$ cat src/rtl/rsa_job_sequencer.sv
// rsa_job_sequencer: upstream feeder for the modular-exponentiation core.
// Holds the active key, buffers message words in a small FIFO, runs one core
// job at a time over start/done and returns results in order on valid/ready.
// Optional feature: define RSA_RANGE_CHECK_EN to reject words >= key_mod
// without sending them to the core.
module rsa_job_sequencer #(
    parameter int WIDTH      = 32,
    parameter int FIFO_DEPTH = 4,
    parameter int TIMEOUT    = 2048
) (
    input  logic             clk,
    input  logic             rst,
    input  logic             key_load,
    input  logic [WIDTH-1:0] key_exp,
    input  logic [WIDTH-1:0] key_mod,
    output logic             key_ack,
    input  logic             in_valid,
    output logic             in_ready,
    input  logic [WIDTH-1:0] in_data,
    output logic             core_start,
    output logic [WIDTH-1:0] core_base,
    output logic [WIDTH-1:0] core_exp,
    output logic [WIDTH-1:0] core_mod,
    input  logic             core_done,
    input  logic [WIDTH-1:0] core_result,
    output logic             out_valid,
    input  logic             out_ready,
    output logic [WIDTH-1:0] out_data,
    output logic             out_err,
    output logic             busy
);

    localparam int PW = $clog2(FIFO_DEPTH);
    localparam int TW = $clog2(TIMEOUT) + 1;
    localparam logic [PW:0]    DEPTH_C = (PW+1)'(FIFO_DEPTH);
    localparam logic [TW-1:0]  TLAST   = TW'(TIMEOUT - 1);
    localparam logic [WIDTH-1:0] MOD_MIN = WIDTH'(2);

    typedef enum logic [1:0] {
        IDLE,
        ISSUE,
        WAIT,
        OUT
    } state_t;

    state_t state, state_nxt;

    logic [WIDTH-1:0] mem [FIFO_DEPTH];
    logic [PW-1:0]    wptr, rptr;
    logic [PW:0]      count;
    logic             key_valid;
    logic [WIDTH-1:0] kexp, kmod;
    logic [TW-1:0]    timer;
    logic [WIDTH-1:0] head;
    logic             push, pop, key_take, range_bad, job_bad, timed_out;

    assign core_exp = kexp;
    assign core_mod = kmod;

    // Handshake qualifiers and job-rejection decision
    always_comb begin
        head      = mem[rptr];
        push      = in_valid && in_ready;
        pop       = (state == IDLE) && (count != '0) && key_valid;
        key_take  = key_load && (state == IDLE) && (count == '0);
        timed_out = (timer == TLAST);
`ifdef RSA_RANGE_CHECK_EN
        range_bad = (head >= kmod);
`else
        range_bad = 1'b0;
`endif
        job_bad   = (kmod < MOD_MIN) || range_bad;
    end

    // FIFO storage, no reset needed since count gates all reads
    always_ff @(posedge clk) begin
        if (push) begin
            mem[wptr] <= in_data;
        end
    end

    // FIFO pointers and occupancy; simultaneous push/pop keeps count
    always_ff @(posedge clk) begin
        if (rst) begin
            wptr  <= '0;
            rptr  <= '0;
            count <= '0;
        end else begin
            if (push) begin
                wptr <= wptr + 1'b1;
            end
            if (pop) begin
                rptr <= rptr + 1'b1;
            end
            case ({push, pop})
                2'b10:   count <= count + 1'b1;
                2'b01:   count <= count - 1'b1;
                default: count <= count;
            endcase
        end
    end

    // Key register, loadable only while idle with nothing queued
    always_ff @(posedge clk) begin
        if (rst) begin
            key_valid <= 1'b0;
            kexp      <= '0;
            kmod      <= '0;
            key_ack   <= 1'b0;
        end else begin
            key_ack <= key_take;
            if (key_take) begin
                key_valid <= 1'b1;
                kexp      <= key_exp;
                kmod      <= key_mod;
            end
        end
    end

    // FSM state register
    always_ff @(posedge clk) begin
        if (rst) begin
            state <= IDLE;
        end else begin
            state <= state_nxt;
        end
    end

    // FSM next-state logic; core_done takes priority over the timeout
    always_comb begin
        state_nxt = state;
        case (state)
            IDLE: begin
                if (pop) begin
                    state_nxt = job_bad ? OUT : ISSUE;
                end
            end
            ISSUE: begin
                state_nxt = WAIT;
            end
            WAIT: begin
                if (core_done || timed_out) begin
                    state_nxt = OUT;
                end
            end
            OUT: begin
                if (out_ready) begin
                    state_nxt = IDLE;
                end
            end
            default: state_nxt = IDLE;
        endcase
    end

    // FSM outputs decoded from state and FIFO occupancy
    always_comb begin
        in_ready   = (count < DEPTH_C);
        core_start = (state == ISSUE);
        out_valid  = (state == OUT);
        busy       = (state != IDLE) || (count != '0);
    end

    // Job datapath: base capture, wait timer and result/error capture
    always_ff @(posedge clk) begin
        if (rst) begin
            core_base <= '0;
            out_data  <= '0;
            out_err   <= 1'b0;
            timer     <= '0;
        end else begin
            case (state)
                IDLE: begin
                    if (pop) begin
                        core_base <= head;
                        if (job_bad) begin
                            out_data <= '0;
                            out_err  <= 1'b1;
                        end
                    end
                end
                ISSUE: begin
                    timer <= '0;
                end
                WAIT: begin
                    if (core_done) begin
                        out_data <= core_result;
                        out_err  <= 1'b0;
                    end else if (timed_out) begin
                        out_data <= '0;
                        out_err  <= 1'b1;
                    end else begin
                        timer <= timer + 1'b1;
                    end
                end
                default: begin
                end
            endcase
        end
    end

endmodule

$ cat config.mk
export PLATFORM = sky130hd
export DESIGN_NAME = rsa_job_sequencer
export DESIGN_NICKNAME = d
export VERILOG_FILES = /design/src/rtl/rsa_job_sequencer.sv
export SDC_FILE = /design/constraint.sdc
export NUM_CORES = 1
export LEC_CHECK = 0
export CORE_ASPECT_RATIO = 0.75
export CORE_MARGIN = 2
export CORE_UTILIZATION = 31
export DETAILED_ROUTE_END_ITERATION = 6
export DONT_BUFFER_PORTS = 1
export PLACE_DENSITY_LB_ADDON = 0.05
export REMOVE_ABC_BUFFERS = 1
export SYNTH_ARGS = -nofsm -noshare
export SYNTH_HDL_FRONTEND = slang
export SYNTH_SLANG_ARGS = --single-unit
$ cat constraint.sdc
create_clock -name clk -period 2.4 [get_ports clk]
set_clock_uncertainty 0.15 [all_clocks]
set_input_delay 0.48 -clock clk [delete_from_list [all_inputs] [get_ports clk]]
set_output_delay 0.48 -clock clk [all_outputs]
set_load 0.02 [all_outputs]
==> results.py, run 1 <==
metrics = {
    "run_status": {
        "outcome": "finished clean",
    },
    "cells_and_area": {
        "fillers": 3229,
        "fin_nets": 1199,
        "final_cell_area_mm2": 0.0138,
        "seq_area_mm2": 0.00689,
        "layout-drive-gt1-share": 0.132,
        "final_cell_mix": "202 x nand2_1, 150 x dfxtp_1, 140 x dlygate4sd3_1",
        "final_cells": 1527,
        "multi_input_area_mm2": 0.00341,
        "final_common_cell": "nand2_1",
        "area_delta_synth_final_pct": 28.9,
    },
    "die": {
        "chipWidth_um": 219,
        "fp.coreArea_mm2": 0.0337,
        "die_y_um": 165,
        "initial_core_util": 0.317,
        "die-area_mm2": 0.0361,
        "rows": 58,
        "ios": 268,
    },
    "placement": {
        "place_hpwl_um": 16700,
        "gp_congestion": 0.764,
        "placedCellCount": 1328,
        "io_buffers": 0,
        "placed_area_mm2": 0.0113,
    },
    "detailed_routing": {
        "dr.pass1.iters": 5,
        "dr.first_iter.drc_count": 450,
        "ant_nets": 0,
        "drc": 0,
        "vias": 7459,
        "wl_per_cell_um": 18.3,
        "via_per_inst": 4.88,
        "wirelength_um": 28000,
    },
    "worst_setup_path": {
        "path_class": "reg -> reg",
        "endpoint_kind": "register",
        "cp.required_ps": 2740,
        "startpoint_type": "register",
        "worstPathArrival_ps": 2610,
        "worst-r2r-cell-count": 8,
        "cp_max_fo": 16,
    },
    "logic_synthesis": {
        "synth_top_area_frac": 0.359,
        "synth_edf_count": 128,
        "synthArstFlopShare": 0,
        "ys_types": 48,
        "synthFlopType": "dfxtp_1",
        "synth-seq-cells": 280,
        "ys_warn_count": 0,
        "synthCells": 904,
        "yosysTopAreaCell": "edfxtp_1",
        "syn_area_mm2": 0.0107,
        "seq_area_frac_synth": 0.643,
        "synth.area.top_cells": "edfxtp_1 36%, dfxtp_1 28%, nand2_1 7.1%, mux4_2 6.7%, a21oi_1 6.5%",
        "syn_avg_cell_area_um2": 11.8,
    },
    "clocking": {
        "h-tree-depth": 1,
        "tritoncts": "done",
        "cts-buffers-inserted": 30,
        "cts.sinks": 280,
        "cts_buffer_depth": 3,
        "post_cts_buffers": 0,
        "insertion_delay_ps": 550,
        "clkTransAtPathRegs_ps": 60,
        "cts-root-buf": "clkbuf_16",
    },
    "power": {
        "peakVddDrop_mv": 0.449,
        "power_density_mw_per_mm2": 991,
        "p_leak_nw": 4.72,
        "totalPowerFinal_mw": 13.7,
    },
    "sta": {
        "max_freq_mhz": 440,
        "timing.hold.ws_ps": 158,
        "layout_min_cycle_time_ps": 2270,
        "grt_setup_unrepaired": "no",
        "worst_pin_slew_ps": 1180,
        "setup_viol": 0,
        "maxSlewViolCount": 0,
        "final.period_utilization": 0.946,
        "max-slew-margin-rel": 0.212,
        "hold_violations": 0,
        "final.setup.tns_ps": 0,
    },
    "global_route": {
        "grt_pass1_vias": 7428,
        "antenna_found_initial": 1,
        "gr-usage-all-layers": 0.147,
        "grt_first_pass_wirelength_um": 41500,
        "grt-ovfl-total": 0,
        "gr-max-usage-layer": "met2",
        "use_met1": 0.184,
        "use_met2": 0.251,
        "met3_usage": 0.0431,
        "grt_max_degree": 102,
    },
    "job": {
        "drv_cap": 0,
    },
    "worst_hold_path": {
        "holdPathStages": 3,
        "hp-class": "in -> reg",
    },
}
## report_power, final
group	total (mW)	switching, mW	internal [mW]	leakage [nW]
sequential	6.05	0.570	5.48	2.41
clock	4.61	1.84	2.77	0.491
combinational	3.00	1.76	1.25	1.82
total	13.7	4.17	9.50	4.72
## worst paths after layout
kind / slack [ps] / start / end
max: 130 / state[1] / core_exp[19]
min: 160 / key_load / key_valid
max reg2reg: 130 / state[1] / core_exp[19]
min reg2reg: 330 / timer[0] / timer[0]
## layer usage
layer  vias to the layer above  part of all wire
li1                       3541                 -
met5                         -                 0
met1                      3688              0.43
met4                         0             0.015
met3                        31             0.069
met2                       199              0.49
## cell usage after synthesis, types with 8 or more instances
master    instances
nand2_1         202
nor2_1           24
nand4_1          34
ha_1             11
o21ai_0          33
clkbuf_1         32
dfxtp_1         152
xnor2_1          10
buf_6             8
a21oi_1         138
mux4_2           32
edfxtp_1        128
inv_1            15
## kinds of logic (layout without fill, tap and decap cells)
group,after synthesis,after routing,share of synthesized area
flip-flops,280,280,0.643
multiplexers,32,32,0.0673
adder cells (fa/ha/maj),12,12,0.0147
other,0,1,0
AND/OR/NAND/NOR,293,293,0.122
XOR/XNOR,14,14,0.0115
buffers and inverters,81,253,0.0418
AO/OA/AOI/OAI,192,192,0.0995
## through the flow
step	setup WS [ps]	util
floorplan	-760	-
CTS	18.4	0.406
detailed placement	146	0.334
finish	129	0.409
global route	3.24	0.409
global placement	253	0.334
## registers in the layout (all words and copies together) (netlist names)
signal     count
wptr           2
core_base     32
count          3
out_data      32
timer         12
core_exp      32
mem          128
key_valid      1
key_ack        1
core_mod      32
out_err        1
state          2
rptr           2
## worst max-delay path, cell delays in order, from the launching register on
cell and delay (ps):
dfxtp_1 330, inv_1 130, ha_2 210, buf_4 180, and3_4 280, buf_12 170
nand2_1 60, a21oi_1 130, dlygate4sd3_1 570
## final cells by class
cell class | count | share of cell area
sequential | 280 | 0.499
multi-input combinational | 543 | 0.247
timing repair buffer | 182 | 0.136
clock buffer | 50 | 0.0685
tap | 450 | 0.0408
inverter | 16 | 0.00435
clock inverter | 5 | 0.00381
antenna | 1 | 0.000181
## repair_timing
| action | CTS | global route |
|---|---|---|
| gates resized for setup | 0 | 7 |
| endpoints found under the hold margin | 271 | 0 |
| hold buffers | 141 | 0 |
| endpoints found under the setup margin | 0 | 68 |
Note: power is estimated with default switching activity, not from simulation.
==> run 2, diff against run 1 <==
--- a/config.mk
+++ b/config.mk
@@ -5,9 +5,11 @@
 export SDC_FILE = /design/constraint.sdc
 export NUM_CORES = 1
 export LEC_CHECK = 0
+export ABC_CLOCK_PERIOD_IN_PS = 2400
 export CORE_ASPECT_RATIO = 0.75
 export CORE_MARGIN = 2
 export CORE_UTILIZATION = 31
+export CTS_CLUSTER_DIAMETER = 50
 export DETAILED_ROUTE_END_ITERATION = 6
 export DONT_BUFFER_PORTS = 1
 export PLACE_DENSITY_LB_ADDON = 0.05
==> run 2 against run 1 <==
  * Die area unchanged
  * Sequential share of layout area shrank 0.41 points
  * Worst setup slack lost 7.3 ps
  * Global-route usage up 0.34 points
  * Final area grew 0.82%
  * Combinational power is essentially flat
  * First-iteration DRC count down 6.0%
  * Core utilization is 0.34 points higher
  * Non-clock buffer count increased by 6
  * Sequential power is essentially flat
  * Flip-flop and latch count unchanged
  * Critical path type unchanged
  * Largest cell class unchanged
  * Largest power group unchanged
==> results.py, run 2 (synthesis gave the netlist of run 1 again) <==
metrics = {
    "run_status": {
        "outcome": "finished clean",
    },
    "cells_and_area": {
        "fin_nets": 1209,
        "utilization": 0.412,
        "largest_reg_flops": 128,
        "layout-drive-gt1-share": 0.136,
        "area_delta_synth_final_pct": 30.0,
        "final_common_cell": "nand2_1",
        "fillers": 3228,
        "top_register": "mem",
        "final_cell_mix": "202 x nand2_1, 150 x dfxtp_1, 145 x dlygate4sd3_1",
        "seq_area_mm2": 0.00689,
        "final_cell_area_mm2": 0.0139,
        "multi_input_area_mm2": 0.00341,
    },
    "worst_setup_path": {
        "cp.required_ps": 2690,
        "cpMaxStageDelayCell": "dlygate4sd3_1",
        "cp_max_fo": 16,
        "cpPeakStageDelay_ps": 560,
        "endpoint_kind": "register",
        "worstPathArrival_ps": 2570,
        "startpoint_type": "register",
        "path_cells": "inv_1 > ha_2 > buf_4 > and3_4 > clkbuf_16 > nand2_1 > a21oi_1 > dlygate4sd3_1",
        "path_class": "reg -> reg",
    },
    "detailed_routing": {
        "highest-signal-layer": "met4",
        "wl_met1_um": 12100,
        "via_per_inst": 4.91,
        "dr.first_iter.drc_count": 423,
        "wirelength_um": 28400,
        "wl_per_cell_um": 18.5,
        "dr_wl_met2_um": 13700,
        "wl_met3_um": 2130,
        "drc": 0,
        "vias": 7545,
        "ant_nets": 0,
        "dr.pass1.iters": 5,
    },
    "placement": {
        "io_buffers": 0,
        "place_hpwl_um": 16700,
        "gp_congestion": 0.764,
        "dp_slack_ps": 146,
        "placed_area_mm2": 0.0113,
    },
    "sta": {
        "final.period_utilization": 0.949,
        "finalWorstSetupSlack_ps": 122,
        "max-slew-margin-rel": 0.213,
        "worst_pin_slew_ps": 1180,
        "maxSlewViolCount": 0,
        "grt_setup_unrepaired": "no",
        "setup_viol": 0,
        "layout_min_cycle_time_ps": 2280,
        "max_freq_mhz": 439,
        "hold_violations": 0,
    },
    "clocking": {
        "cts.sinks": 280,
        "cts-root-buf": "clkbuf_16",
        "clkTransAtPathRegs_ps": 60,
        "insertion_delay_ps": 500,
        "h-tree-depth": 2,
        "tritoncts": "done",
        "cts_buffer_depth": 3,
        "cts-buffers-inserted": 34,
    },
    "die": {
        "fp.coreArea_mm2": 0.0337,
        "chipWidth_um": 219,
        "die_y_um": 165,
        "initial_core_util": 0.317,
        "ios": 268,
        "rows": 58,
        "die-area_mm2": 0.0361,
    },
    "job": {
        "drv_cap": 0,
    },
    "global_route": {
        "grt-ovfl-total": 0,
        "grt_first_pass_wirelength_um": 42200,
        "gr-usage-all-layers": 0.151,
        "grt_max_degree": 99,
        "grt_pass1_vias": 7546,
        "antenna_found_initial": 1,
    },
    "power": {
        "totalPowerFinal_mw": 13.9,
        "power_density_mw_per_mm2": 997,
        "peakVddDrop_mv": 0.461,
        "p_leak_nw": 4.77,
    },
    "worst_hold_path": {
        "hp-class": "in -> reg",
    },
}
## run 2: cell types whose count changed in the layout (fill, tap and decap cells not counted)
cell,delta
buf_8,+1
bufinv_16,-1
clkbuf_1,-1
clkbuf_16,+3
clkbuf_4,-2
clkbuf_8,-3
clkinv_1,+1
clkinv_2,+2
clkinv_4,+1
clkinvlp_4,+2
dlygate4sd3_1,+5
inv_6,+3
## run 2: area by class of cell
cell class,count,area share
Timing Repair Buffer,188,0.139
Clock inverter,13,0.00621
Sequential cell,280,0.495
Tap cell,450,0.0405
Antenna cell,1,0.000180
Clock buffer,47,0.0691
Multi-Input combinational cell,543,0.245
Inverter,16,0.00432
## run 2: what timing repair did
action	4_1_cts	5_1_grt
buffers inserted	0	1
resized for setup	0	9
hold endpoints to repair	271	0
setup endpoints to repair	0	71
hold buffers	146	0
## run 2: per-stage QoR
step | hold WS (ps) | setup TNS, ps | std cells
2_1_floorplan | 298 | -36250 | 839
3_3_place_gp | 323 | 0 | 1328
3_5_place_dp | 333 | 0 | 1328
4_1_cts | 150 | 0 | 1534
5_1_grt | 153 | 0 | 1537
6_report | 183 | 0 | 1538
## run 2: report_power, final
part           switching (mW)  leakage (nW)  internal, mW
clock network            1.97         0.509          2.82
registers               0.571          2.41          5.48
logic                    1.77          1.86          1.27
## run 2: final timing paths
check	from	endpoint	slack, ps	depth (start not counted)
hold reg to reg	timer[0]	timer[0]	330	2
setup / recovery	state[1]	core_mod[4]	120	8
hold / removal	key_load	key_valid	180	3
setup reg to reg	state[1]	core_mod[4]	120	8
## run 2: worst max-delay path, delay by kind of cell, from the launching register on
kind | cells | cell delay, ps
AOI/OAI and AO/OA | 1 | 120
and+or+nand+nor | 2 | 350
adders and majority gates | 1 | 210
DFF | 1 | 320
buffers and inverters | 4 | 1070
## run 2: routing by layer
metal,global-route usage,up-vias
met4,0.0439,0
met1,0.189,3728
met2,0.251,214
li1,-,3563
met3,0.0457,40
met5,0,-
